File: src/rtl/frame_sequencer.sv
// ----------------------------------------------------------------------------
// frame_sequencer
//   Frame counter for the tone channels. A free-running divider splits time
//   into steps of STEP_CYCLES clocks. At each step boundary the sequencer
//   emits the quarter-frame (enable_240hz) and half-frame (enable_120hz)
//   strobes and, in 4-step mode, raises the frame interrupt at the end of
//   the frame.
//
// Ports
//   clk            : system clock (CPU rate)
//   rst_n          : synchronous reset, active-low
//   reg_4017       : frame counter data, bit7 = 5-step mode, bit6 = irq inhibit
//   reg_4017_event : one-cycle strobe, reg_4017 written this cycle
//   status_read    : one-cycle strobe, status read (clears frame IRQ)
//   enable_240hz   : quarter-frame strobe, registered, one clk wide
//   enable_120hz   : half-frame strobe, registered, one clk wide
//   frame_irq      : sticky frame interrupt flag, registered
//   step           : current step index (0..3 or 0..4)
// ----------------------------------------------------------------------------
module frame_sequencer #(
    parameter int unsigned STEP_CYCLES = 7457,
    parameter int unsigned DIV_WIDTH   = 16
) (
    input  logic       clk,
    input  logic       rst_n,
    input  logic [7:0] reg_4017,
    input  logic       reg_4017_event,
    input  logic       status_read,
    output logic       enable_240hz,
    output logic       enable_120hz,
    output logic       frame_irq,
    output logic [2:0] step
);

    typedef enum logic [2:0] {
        STEP0 = 3'd0,
        STEP1 = 3'd1,
        STEP2 = 3'd2,
        STEP3 = 3'd3,
        STEP4 = 3'd4
    } step_t;

    localparam logic [DIV_WIDTH-1:0] LP_TERMINAL = DIV_WIDTH'(STEP_CYCLES - 1);

    logic [DIV_WIDTH-1:0] r_div;
    step_t                r_step;
    logic                 r_mode;
    logic                 r_inhibit;
    logic                 r_q;
    logic                 r_h;
    logic                 r_irq;

    logic [DIV_WIDTH-1:0] w_div_next;
    step_t                w_step_next;
    logic                 w_mode_next;
    logic                 w_inhibit_next;
    logic                 w_q_next;
    logic                 w_h_next;
    logic                 w_irq_set;
    logic                 w_irq_next;
    logic                 w_terminal;
    logic                 w_last_step;
    logic                 w_unused;

    // Only the mode and inhibit bits of the register are meaningful.
    assign w_unused = ^reg_4017[5:0];

    assign w_terminal  = (r_div == LP_TERMINAL);
    assign w_last_step = r_mode ? (r_step == STEP4) : (r_step == STEP3);

    // ------------------------------------------------------------------
    // State register
    // ------------------------------------------------------------------
    always_ff @(posedge clk) begin
        if (!rst_n) begin
            r_div     <= '0;
            r_step    <= STEP0;
            r_mode    <= 1'b0;
            r_inhibit <= 1'b0;
            r_q       <= 1'b0;
            r_h       <= 1'b0;
            r_irq     <= 1'b0;
        end else begin
            r_div     <= w_div_next;
            r_step    <= w_step_next;
            r_mode    <= w_mode_next;
            r_inhibit <= w_inhibit_next;
            r_q       <= w_q_next;
            r_h       <= w_h_next;
            r_irq     <= w_irq_next;
        end
    end

    // ------------------------------------------------------------------
    // Next-state logic: divider, step index and latched register bits
    // ------------------------------------------------------------------
    always_comb begin
        w_div_next     = r_div + DIV_WIDTH'(1);
        w_step_next    = r_step;
        w_mode_next    = r_mode;
        w_inhibit_next = r_inhibit;

        if (reg_4017_event) begin
            // A write restarts the frame from step 0 in the new mode,
            // overriding any step boundary landing on the same edge.
            w_mode_next    = reg_4017[7];
            w_inhibit_next = reg_4017[6];
            w_div_next     = '0;
            w_step_next    = STEP0;
        end else if (w_terminal) begin
            w_div_next = '0;
            if (w_last_step) begin
                w_step_next = STEP0;
            end else begin
                unique case (r_step)
                    STEP0:   w_step_next = STEP1;
                    STEP1:   w_step_next = STEP2;
                    STEP2:   w_step_next = STEP3;
                    STEP3:   w_step_next = STEP4;
                    default: w_step_next = STEP0;
                endcase
            end
        end
    end

    // ------------------------------------------------------------------
    // Output logic: strobe and interrupt values for the next cycle
    // ------------------------------------------------------------------
    always_comb begin
        w_q_next  = 1'b0;
        w_h_next  = 1'b0;
        w_irq_set = 1'b0;

        if (reg_4017_event) begin
            // Entering 5-step mode clocks both units immediately.
            w_q_next = reg_4017[7];
            w_h_next = reg_4017[7];
        end else if (w_terminal) begin
            // r_step is the step just completing (n = r_step + 1).
            unique case (r_step)
                STEP0: w_q_next = 1'b1;
                STEP1: begin
                    w_q_next = 1'b1;
                    w_h_next = 1'b1;
                end
                STEP2: w_q_next = 1'b1;
                STEP3: begin
                    // 4-step frame end; in 5-step mode this step is silent.
                    if (!r_mode) begin
                        w_q_next  = 1'b1;
                        w_h_next  = 1'b1;
                        w_irq_set = !r_inhibit;
                    end
                end
                STEP4: begin
                    w_q_next = 1'b1;
                    w_h_next = 1'b1;
                end
                default: ;
            endcase
        end

        // A set on the same edge as a status read wins over the clear.
        if (reg_4017_event && reg_4017[6]) begin
            w_irq_next = 1'b0;
        end else if (w_irq_set) begin
            w_irq_next = 1'b1;
        end else if (status_read) begin
            w_irq_next = 1'b0;
        end else begin
            w_irq_next = r_irq;
        end
    end

    assign enable_240hz = r_q;
    assign enable_120hz = r_h;
    assign frame_irq    = r_irq;
    assign step         = r_step;

endmodule

File: config.mk
export PLATFORM = sky130hd
export DESIGN_NAME = frame_sequencer
export DESIGN_NICKNAME = d
export VERILOG_FILES = /design/src/rtl/frame_sequencer.sv
export SDC_FILE = /design/constraint.sdc
export NUM_CORES = 1
export LEC_CHECK = 0
export ABC_AREA = 1
export ABC_CLOCK_PERIOD_IN_PS = 1500
export BUFFER_PORTS_ARGS = -buffer_cell sky130_fd_sc_hd__buf_2
export CORE_MARGIN = 5
export CORE_UTILIZATION = 53
export CTS_CLUSTER_DIAMETER = 80
export DETAILED_ROUTE_END_ITERATION = 6
export PLACE_DENSITY = 0.76
export SETUP_SLACK_MARGIN = 0.1
export SLEW_MARGIN = 20
export SYNTH_ARGS = -nofsm -noshare
export SYNTH_HDL_FRONTEND = slang
export SYNTH_SLANG_ARGS = --single-unit
File: constraint.sdc
create_clock -name clk -period 1.5 [get_ports clk]
set_input_delay 0.15 -clock clk [delete_from_list [all_inputs] [get_ports clk]]
set_output_delay 0.15 -clock clk [all_outputs]
set_load 0.05 [all_outputs]
# Word-level counts from Yosys, hierarchy flattened
# Cells that the tools add are included.
# op_classes
n_addsub	1
multipliers	0
div_mod_pow	0
magnitude_cmp	0
eq_ne	5
shift	0
mux	16
n_bitwise	1
n_reduce_logical	9
# ops
cell	count
16-bit by 1-bit adder with 16-bit output, second input constant	1
16-bit by 13-bit == test with 1-bit output, second input constant	1
1-bit 2-to-1 mux	12
3-bit case mux with 4 select lines	1
3-bit by 2-bit == test with 1-bit output, second input constant	2
2-bit OR reduction	3
1-bit case mux with 2 select lines	2
4-bit OR reduction	1
3-bit by 1-bit == test with 1-bit output, second input constant	1
3-bit == test, second input constant	1
3-bit zero test	1
3-bit 2-to-1 mux	1
3-bit OR reduction	1
2-bit nonzero test	1
1-bit logical AND	1
1-bit zero test	1
1-bit NOT	1
# word_totals
regBits	24
latch_bits	0
ram_bits	0
mem_bits_ro	0
in_bits	12
out_inout_bits	6
word_cells	39
n_memories	0

# Logic depth before layout (Yosys ltp)
# Gate-level depths: netlist (run 1).
# depth
word_depth	6
depth_mapped	8
mapped_depth_nobuf	7

# Worst setup path after synthesis (run 1)
# No wires, ideal clock.
# synth_timing
path_kind	reg2reg
from	reg r_step[0] (netlist: step[0])
to	reg r_irq (netlist: frame_irq)
setup_ns	0.070
t_arrival_ns	1.218
t_required_ns	1.430
setup_slack_ns	0.212
path_stages_with_launch	7
path_cell_list	dfxtp_1 > nand2_1 > nor2_1 > nand2_1 > nor2_1 > nand3_1 > a21oi_1
# synth_via
elab_chain_cells	5
word_cells_on_any_way	6
# synth_rtl
element	line_no	rtl
start, declared	46	step_t r_step;
start signal, assigned	85	r_step <= w_step_next;
3-bit by 2-bit == test with 1-bit output *	140	unique case (r_step)
1-bit 2-to-1 mux *	140	
1-bit 2-to-1 mux *	138	end else if (w_terminal) begin
1-bit 2-to-1 mux *	134	if (reg_4017_event) begin
1-bit 2-to-1 mux / 2-bit nonzero test (equally long branches)	-	
end signal, assigned	90	r_irq <= w_irq_next;
end, declared	51	logic r_irq;
# Every way passes the cells marked *; elsewhere a longest branch is shown, timed or not.
# A chain may end at the register's enable or synchronous reset.

# Final worst setup path (run 1)
# layout_timing
from	reg r_div[0]
to	reg r_step[2] (netlist: step[2])
# layout_via
elab_chain_cells	1
# layout_rtl
element	line_no	rtl
start, declared	45	logic [DIV_WIDTH-1:0] r_div;
start signal, assigned	84	r_div <= w_div_next;
16-bit by 13-bit == test with 1-bit output	68	assign w_terminal = (r_div == LP_TERMINAL);
# Every way passes these cells.

==> impl_results.md, run 1 <==
- Psw: roughly 0.23 mW
- Tcrit/Tclk final: 0.864
- Sequential-to-total area share from yosys stat: 0.404
- Root Buffer: clkbuf_4
- Mean Syn Cell Area: between 6 and 7 um^2
- Worst-skew pair later-pin latency: about 0.32 ns
- Post-route antenna net violation count: 0
- Cell total after placement: 210
- # diodes: 0
- Dominant cell type by area after synthesis: dfxtp_1
- Worst-Margin Slew: between 0.3 and 0.4 ns
- CTS tree: built
- R2R setup slack: between 0.2 and 0.25 ns
- Routed vias: between 1k and 1.5k
- Clock Skew: roughly 0.0057 ns
- Synth top area share: 0.404
- Synth async-reset ratio: 0
- Reg2reg path depth: 6
- Most common cell in the synthesized netlist: nand2_1
- Hold path startpoint: status_read
- Commonest cells in the netlist: nand2_1, nor2_1, dfxtp_1
- Min-Delay Endpoint: frame_irq
- DRT iter0 DRCs: 26
- Hold Path Class: in2reg
- GRT Total Usage: 0.152
- Clock share of power: 0.327
- CTS sink count: 24
- Global-route wire length before repair: roughly 4000 um
- Worst-path clk slew: ~0.13 ns
- Number of synthesized flops with an enable pin: 0
- Setup crit start kind: flip-flop
- Worst EP required: 1.74 ns
- Comb power frac: 0.051
- Buffers added on ports: 11
- Total CTS buffers: 3
- P_leak: between 0.4 and 0.5 nW
- Syn Inst Count: around 170
- Setup TNS: 0 ns
- Synth Flop Type: dfxtp_1
- Power Density: around 790 nW/um^2
- Worst VDD drop: 0.628 mV
- Internal power: about 0.81 mW
- Critical path type: reg2reg
- Ports: 18
- Final std cells w/o fill: 214
- Share of post-route cells with drive strength above 1: 0.167
- Remaining Overflow, GRT: 0
- Unique masters post-synth: 19
- Setup repair bufs after CTS: 0
- Worst R2R Start: r_div[0]
- Sequential power share: 0.622
- Core ar.: approximately 2200 um^2
- Leading cell types by total area after synthesis: dfxtp_1, nand2_1, nor2_1, nand3_1, inv_1
- Crit path DAT: 1.54 ns
- DP HPWL: about 1800 um
- Tmin final: around 1.3 ns
- Synth warn: 0
- First drt pass iteration count: 4
- Max-cap violations: 0
- Fin nets: 201
- Per-cell routed wire length: 10.9 um
- Cell Rows: 17
- Final Setup Violations: 0
- Drt total wl: between 2000 and 2500 um
- Largest net degree at the start of global routing: 17
- DRC violation count after routing: 0
- FF+latch count, synth: 24
- FMAX: 771 MHz
- Worst setup EP type: flip-flop
- RSZ-0062 raised after global routing: false
- Worst hold path depth: 4
- Area growth from synthesis to layout: 11.4%
- CP Launch Point: r_div[0]
- RR Endpoint: step[2]
- Starting Density: 0.548
- H-tree levels: 1
- GP Congestion: between 0.8 and 0.9
- Vias in the first global route: 1036
- Die height: about 57 um
- Vias per cell: roughly 5.2
- Die width: between 50 and 60 um
- Die area: roughly 3300 um^2
- Placed Area: 1270 um^2
- Syn Nets: between 150 and 200
- Sw Ratio: 0.224
- Outcome: finished clean
- Crit path max fanout: 6
- Mapped Area: 1190 um^2
- Clk buf depth: 2
- Final Cell Area: around 1300 um^2
- Final Hold Viols: 0
- Initial antenna violation count: 0
- Relative slew slack: 0.795
- Slew Limit Fails: 0
worst max-delay path, cell delays in order (launching register included):
cell and delay, ns:
dfxtp_4 0.39, inv_2 0.06, ha_1 0.15, nand3_1 0.12, nor2_4 0.17, nand2_4 0.11
o21ai_0 0.21
worst max-delay path by stage:
stage,endpoint,slack [ns],depth (start not counted)
2_1_floorplan,frame_irq,0.21,6
6_report,step[2],0.20,6
4_1_cts,r_div[14],0.13,7
3_3_place_gp,r_div[10],0.13,6
5_1_grt,r_div[14],0.10,7
3_5_place_dp,r_div[14],0.12,7
per-stage QoR:
| stage | util | hold WS (ns) | total power, mW | worst slack, ns |
|---|---|---|---|---|
| after CTS | 0.601 | 0.0516 | 1.06 | 0.132 |
| after detailed placement | 0.584 | 0.409 | 0.718 | 0.123 |
| after global routing | 0.610 | 0.0526 | 1.10 | 0.104 |
| after global placement | 0.584 | 0.404 | 0.715 | 0.131 |
| after floorplan | - | 0.273 | 0.702 | 0.212 |
| final | 0.610 | 0.0592 | 1.05 | 0.204 |
layout by cell type, fill, tap and decap left out:
master    synthesis  routed
dfxtp_4           0       1
clkbuf_8          0       1
nand3_1          17      16
nand2_4           2       1
nand2_1          41      41
ha_1              2       2
clkbuf_4          0       3
or2_2             1       1
nor2_1           29      28
inv_1            17      16
buf_2             0      11
xor2_1            3       3
nor2_2            1       2
xnor2_1           1       1
nand2_8           0       1
nand3_2           0       1
nor3b_1           1       1
dfxtp_1          24      23
a21oi_1          10      10
nor2_4            3       3
o21ai_0           5       5
inv_2             5       6
nor3_1            1       1
nand4_1           8       8
cell families (layout without fill, tap and decap cells):
| kind of cell | Yosys count | after routing | share of synthesized area |
|---|---|---|---|
| adders and majority gates | 2 | 2 | 0.0210 |
| DFF | 24 | 24 | 0.404 |
| buffers and inverters | 23 | 37 | 0.0789 |
| AOI/OAI and AO/OA | 15 | 15 | 0.0632 |
| xor gates and xnor gates | 4 | 4 | 0.0295 |
| and+or+nand+nor | 104 | 104 | 0.403 |
power by group through the flow:
| stage | registers [mW] | logic (mW) | clock network [mW] |
|---|---|---|---|
| global route | 0.652 | 0.0595 | 0.385 |
| CTS | 0.652 | 0.0522 | 0.354 |
| global placement | 0.665 | 0.0504 | 0 |
| finish | 0.650 | 0.0535 | 0.341 |
| detailed placement | 0.665 | 0.0521 | 0 |
| floorplan | 0.672 | 0.0303 | 0 |
final cells by class:
class / instances / area [um^2]
fillers: 205 / 846
multi-input cells: 125 / 631
flip-flops and latches: 24 / 484
inverters: 22 / 82.6
repair buffers: 11 / 55.1
clock buffers: 4 / 36.3
well taps: 28 / 35.0
sequential cells by signal (all words and copies together), names as in the netlist:
signal and count:
r_div 16, step 3, enable_120hz 1, enable_240hz 1
frame_irq 1, r_inhibit 1, r_mode 1
what timing repair did:
item,4_1_cts,5_1_grt
hold buffers,0,0
pin swaps,0,1
resized for setup,1,5
setup endpoints to repair,3,16
per-layer routing:
| metal | routed length [um] | GRT usage |
|---|---|---|
| met5 | 0 | 0 |
| met4 | 67 | 0.0795 |
| met3 | 67 | 0.0271 |
| met2 | 1190 | 0.276 |
| met1 | 1000 | 0.167 |
No activity file was read; power rests on OpenSTA's default activity.
==> run 2, diff against run 1 <==
--- a/config.mk
+++ b/config.mk
@@ -6,7 +6,7 @@
 export NUM_CORES = 1
 export LEC_CHECK = 0
 export ABC_AREA = 1
-export ABC_CLOCK_PERIOD_IN_PS = 1500
+export ABC_CLOCK_PERIOD_IN_PS = 1200
 export BUFFER_PORTS_ARGS = -buffer_cell sky130_fd_sc_hd__buf_2
 export CORE_MARGIN = 5
 export CORE_UTILIZATION = 53
==> constraint.sdc (replaced) <==
create_clock -name clk -period 1.2 [get_ports clk]
set_input_delay 0.12 -clock clk [delete_from_list [all_inputs] [get_ports clk]]
set_output_delay 0.12 -clock clk [all_outputs]
set_load 0.05 [all_outputs]
==> run 2 against run 1 <==
The run now ends with setup timing left. Clock-buffer cell count did not move. Highest routed layer unchanged. Combinational power rose by 93%. Fmax rose by 2.3%. Die area did not move. First-iteration DRC count rose to 2.8 times the previous value. Largest cell class unchanged. Clock skew rose by 0.0075 ns. Largest power group unchanged. Sequential power rose by 25%. Global-route usage rose by 4.7 points. Core utilization rose by 17 points. Register-to-register slack got worse by 0.27 ns. Sequential share of layout area fell by 6.6 points. Setup slack got worse by 0.27 ns.
==> impl_results.md, run 2 (synthesis gave the netlist of run 1 again) <==
- Relative slew slack: 0.694
- Root Buffer: clkbuf_4
- Initial antenna violation count: 0
- Crit path DAT: 1.49 ns
- Comb power frac: 0.076
- Metal-1 WL: 1350 um
- Crit path max fanout: 8
- P_leak: 0.622 nW
- Worst hold path depth: 4
- DR top layer: met4
- Crit path largest cell delay: around 0.39 ns
- Die width: around 57 um
- Most common cell after layout, fill and taps aside: nand2_1
- Tcrit/Tclk final: 1.06
- Cell Chain, Critical Path: nor2_2 > nand3_1 > nor2_4 > nand2_4 > nand2_8 > nor2_1
- Remaining Overflow, GRT: 0
- Post-route antenna net violation count: 0
- WL met2: around 1800 um
- Clk buf depth: 2
- Fin nets: 221
- Ports: 18
- Hold Path Class: in2reg
- Buf/Inv on CP: 0
- Slowest cell on the critical path: dfxtp_4
- Hold path startpoint: status_read
- RR Endpoint: r_div[6]
- Slew Limit Fails: 0
- Setup crit start kind: flip-flop
- First drt pass iteration count: 4
- Most frequent cells in the layout: nand2_1, nor2_1, buf_4
- Worst setup EP type: flip-flop
- Max-cap violations: 0
- Tot Pwr: 1.36 mW
- H-tree levels: 1
- R2R setup slack: -0.07 ns
- DRT iter0 DRCs: 73
- Worst VDD drop: approximately 0.81 mV
- RSZ-0062 raised after global routing: true
- Top reg by flops: r_div
- Worst R2R Start: r_div[2]
- Area growth from synthesis to layout: 41.6%
- Worst Setup Slack, final: -0.0667 ns
- Routed wl met3: approximately 260 um
- Final Cell Area: between 1500 and 2000 um^2
- Drt total wl: 3530 um
- Hold_ws: roughly 0.035 ns
- Routed vias: 1313
- Reg2reg path depth: 6
- Placed Area: ~1400 um^2
- Outcome: complete, but fails checks
- Final std cells w/o fill: 234
- Psw: approximately 0.33 mW
- Die area: roughly 3300 um^2
- Cell Rows: 17
- GP Congestion: slightly below 0.8
- DRC violation count after routing: 0
- Starting Density: 0.548
- GRT Total Usage: 0.199
- Sw Ratio: 0.244
- Total CTS buffers: 3
- # diodes: 0
- Die height: between 50 and 60 um
- Core ar.: 2170 um^2
- Internal power: approximately 1.0 mW
- Worst-skew pair later-pin latency: about 0.32 ns
- Failing checks: setup timing
- Worst EP required: 1.42 ns
- Core Util, Final: 0.776
- Per-cell routed wire length: about 15 um
- Cell total after placement: between 200 and 250
- Power Density: slightly above 800 nW/um^2
- Final Setup Violations: 22
- Buffers added on ports: 11
- CTS tree: built
- Worst-path clk slew: 0.14 ns
- Vias in the first global route: around 1.2k
- Share of post-route cells with drive strength above 1: 0.451
- Final Hold Viols: 0
- Tmin final: around 1.3 ns
- Clock Skew: about 0.013 ns
- Critical path type: reg2reg
- Clock share of power: 0.326
- CTS sink count: 24
- Worst-Margin Slew: approximately 0.46 ns
- Min-Delay Endpoint: frame_irq
- DP HPWL: approximately 1900 um
- Global-route wire length before repair: 5180 um
- Vias per cell: around 5.6
- Largest net degree at the start of global routing: 14
- Critical path's top delay family: simple AND/OR/NAND/NOR gates
- Sequential power share: 0.598
- Max reg flops: 16
- FMAX: just under 800 MHz
[run 2: layout make-up]
class	count	area [um^2]
fillers	159	487
well taps	28	35.0
inverters	22	87.6
repair buffers	30	229
clock buffers	4	36.3
flip-flops and latches	24	504
multi-input cells	126	791
[run 2: timing repair]
action,4_1_cts,5_1_grt
gates resized for setup,36,22
buffers inserted,1,3
cloned,1,0
hold endpoints to repair,0,0
pin swaps,4,9
hold buffers,0,0
setup endpoints to repair,24,24
[run 2: stage by stage]
stage,TNS [ns],setup WS (ns)
final,-0.791,-0.0667
after global routing,-2.32,-0.126
after CTS,0,0.0217
after detailed placement,-0.0988,-0.0489
after global placement,0,0.00194
after floorplan,0,0.0264
[run 2: worst max-delay path by stage]
stage | startpoint | endpoint | slack, ns | depth (start not counted)
after floorplan | r_div[1] | r_div[10] | 0.03 | 6
after global placement | r_div[1] | r_div[10] | 0.002 | 6
after detailed placement | r_div[1] | r_div[10] | -0.05 | 7
after CTS | r_div[0] | enable_240hz | 0.02 | 7
after global routing | r_div[2] | enable_240hz | -0.13 | 6
final | r_div[2] | r_div[6] | -0.07 | 6
[run 2: worst reg2reg max path, cell delays in order (launching register included)]
cell     delay (ns)
dfxtp_4        0.39
nor2_2         0.10
nand3_1        0.13
nor2_4         0.20
nand2_4        0.15
nand2_8        0.14
nor2_1         0.06
[run 2: power groups by stage]
stage	registers (mW)	logic, mW	clock network (mW)
2_1_floorplan	0.840	0.0424	0
3_3_place_gp	0.830	0.0736	0
3_5_place_dp	0.831	0.0765	0
4_1_cts	0.814	0.0965	0.439
5_1_grt	0.813	0.112	0.461
6_report	0.812	0.103	0.442
[run 2: layer usage]
metal | vias up | global-route usage
li1 | 618 | -
met1 | 607 | 0.234
met2 | 73 | 0.353
met3 | 15 | 0.0362
met4 | 0 | 0.0795
met5 | - | 0
==> run 3, diff against run 2 <==
--- a/config.mk
+++ b/config.mk
@@ -8,11 +8,13 @@
 export ABC_AREA = 1
 export ABC_CLOCK_PERIOD_IN_PS = 1200
 export BUFFER_PORTS_ARGS = -buffer_cell sky130_fd_sc_hd__buf_2
+export CELL_PAD_IN_SITES_DETAIL_PLACEMENT = 1
+export CELL_PAD_IN_SITES_GLOBAL_PLACEMENT = 1
 export CORE_MARGIN = 5
-export CORE_UTILIZATION = 53
+export CORE_UTILIZATION = 39
 export CTS_CLUSTER_DIAMETER = 80
 export DETAILED_ROUTE_END_ITERATION = 6
-export PLACE_DENSITY = 0.76
+export PLACE_DENSITY = 0.78
 export SETUP_SLACK_MARGIN = 0.1
 export SLEW_MARGIN = 20
 export SYNTH_ARGS = -nofsm -noshare
==> run 3 against run 2 <==
The run still ends with setup timing left. Non-clock buffer count is the same. Total power up 0.37%. First-iteration DRC count decreased by 30%. Clock skew shrank 0.011 ns. Global-route usage shrank 2.8 points. Clock-buffer cell count is the same. Sequential power about the same.
==> impl_results.md, run 3 (synthesis gave the netlist of run 1 again) <==
- Relative slew slack: 0.724
- Worst-skew pair later-pin latency: about 0.32 ns
- RR Endpoint: step[0]
- Final Setup Violations: 9
- Starting Density: 0.399
- Fin nets: between 200 and 250
- P_leak: roughly 0.61 nW
- Crit path DAT: between 1 and 1.5 ns
- Max-cap violations: 0
- Die width: about 65 um
- Worst VDD drop: ~0.56 mV
- Drt total wl: approximately 3600 um
- Vias in the first global route: approximately 1.3k
- Post-route antenna net violation count: 0
- Initial antenna violation count: 0
- H-tree levels: 1
- Clk buf depth: 2
- Sw Ratio: 0.247
- Reg2reg path depth: 8
- Clock share of power: 0.329
- CTS tree: built
- Sequential power share: 0.594
- Placed Area: between 1000 and 1500 um^2
- Most common cell after layout, fill and taps aside: nand2_1
- FMAX: approximately 810 MHz
- Per-cell routed wire length: ~15 um
- Worst hold path depth: 3
- Tcrit/Tclk final: 1.02
- Die height: roughly 65 um
- Root Buffer: clkbuf_4
- Largest net degree at the start of global routing: 17
- DRC violation count after routing: 0
- # diodes: 0
- Routed vias: 1231
- CP Launch Point: r_div[0]
- Crit path max fanout: 6
- Core ar.: roughly 3000 um^2
- First drt pass iteration count: 4
- Power Density: 829 nW/um^2
- Most frequent cells in the layout: nand2_1, nor2_1, buf_4
- Max reg flops: 16
- Top reg by flops: r_div
- Hold-fix buffers, CTS: 0
- Final Hold Viols: 0
- Total CTS buffers: 3
- Outcome: complete, but fails checks
- Fill cells: 378
- GRT Total Usage: 0.171
- Hold_ws: 0.0596 ns
- Tmin final: about 1.2 ns
- Psw: about 0.34 mW
- Failing checks: setup timing
- Hold path startpoint: rst_n
- Setup crit start kind: flip-flop
- DP HPWL: 2550 um
- Worst R2R Start: r_div[0]
- Final Cell Area: approximately 1600 um^2
- Vias per cell: between 5 and 6
- GP Congestion: around 0.75
- Worst-Margin Slew: just over 0.4 ns
- Worst EP required: around 1.4 ns
- CTS sink count: 24
- Global-route wire length before repair: between 5000 and 6000 um
- Internal power: roughly 1.0 mW
- Min-Delay Endpoint: frame_irq
- Critical path type: reg2reg
- R2R setup slack: -0.03 ns
- Slew Limit Fails: 0
- DRT iter0 DRCs: between 50 and 60
- Clock Skew: between 0.0015 and 0.002 ns
- Worst-path clk slew: ~0.14 ns
- Area growth from synthesis to layout: 38.2%
- Worst setup EP type: flip-flop
- Ports: 18
- Share of post-route cells with drive strength above 1: 0.417
- Remaining Overflow, GRT: 0
- RSZ-0062 raised after global routing: true
- Die area: approximately 4300 um^2
- Buffers added on ports: 11
- Comb power frac: 0.077
- Worst Setup Slack, final: -0.0291 ns
- Cell Rows: 20
- Hold Path Class: in2reg
[run 3: cell count changes in the layout (fill, tap and decap cells not counted), moves of 3 or more]
cell     delta
a21oi_1     +3
a21oi_2     -3
nor2_1      +3
o21ai_0     +3
o21ai_1     -3
[run 3: cell type report]
type / instances / area (um^2) / share of cell area
Inverter: 22 / 87.6 / 0.0533
Timing Repair Buffer: 30 / 219 / 0.133
Multi-Input combinational cell: 126 / 751 / 0.457
Tap cell: 33 / 41.3 / 0.0251
Sequential cell: 24 / 508 / 0.309
Clock buffer: 4 / 36.3 / 0.0221
[run 3: how the worst max path moves through the flow]
stage,endpoint,slack (ns),depth (start not counted)
2_1_floorplan,r_div[10],0.03,6
3_3_place_gp,r_div[14],-0.03,6
3_5_place_dp,r_div[10],-0.12,7
4_1_cts,step[0],-0.02,8
5_1_grt,r_div[2],-0.09,7
6_report,step[0],-0.03,8
[run 3: worst max-delay path: stages, from the launching register on]
cell and delay [ns]:
dfxtp_4 0.40, inv_4 0.06, ha_4 0.14, nand3_4 0.06, nor2_4 0.12, nand2_4 0.12, buf_6 0.14, nand3_2 0.04
nand2_1 0.04
[run 3: metal layers]
metal / track usage / part of all wire / up-vias
met1: 0.193 / 0.43 / 600
met3: 0.0256 / 0.019 / 4
met5: 0 / 0 / -
li1: - / - / 617
met4: 0.0389 / 0.0064 / 0
met2: 0.332 / 0.54 / 10
[run 3: what timing repair did]
item                       in CTS  in global routing
cloned                          0                  1
setup endpoints to repair      25                 25
gates resized for setup        27                 21
pin swaps                       9                  7
setup buffers                   1                  1
[run 3: power by group through the flow]
stage	Clock, mW	Sequential [mW]	Combinational, mW
global route	0.490	0.812	0.113
floorplan	0	0.840	0.0424
detailed placement	0	0.831	0.0824
CTS	0.463	0.813	0.0879
finish	0.448	0.809	0.104
global placement	0	0.831	0.0785
[run 3: through the flow]
step | util | setup TNS [ns] | total power, mW | instances | setup WS (ns)
after detailed placement | 0.481 | -0.700 | 0.914 | 232 | -0.116
after floorplan | - | 0 | 0.883 | 172 | 0.0264
after global placement | 0.481 | -0.0767 | 0.909 | 232 | -0.0336
final | 0.552 | -0.128 | 1.36 | 239 | -0.0291
after CTS | 0.525 | -0.131 | 1.36 | 237 | -0.0206
after global routing | 0.552 | -0.975 | 1.42 | 239 | -0.0900
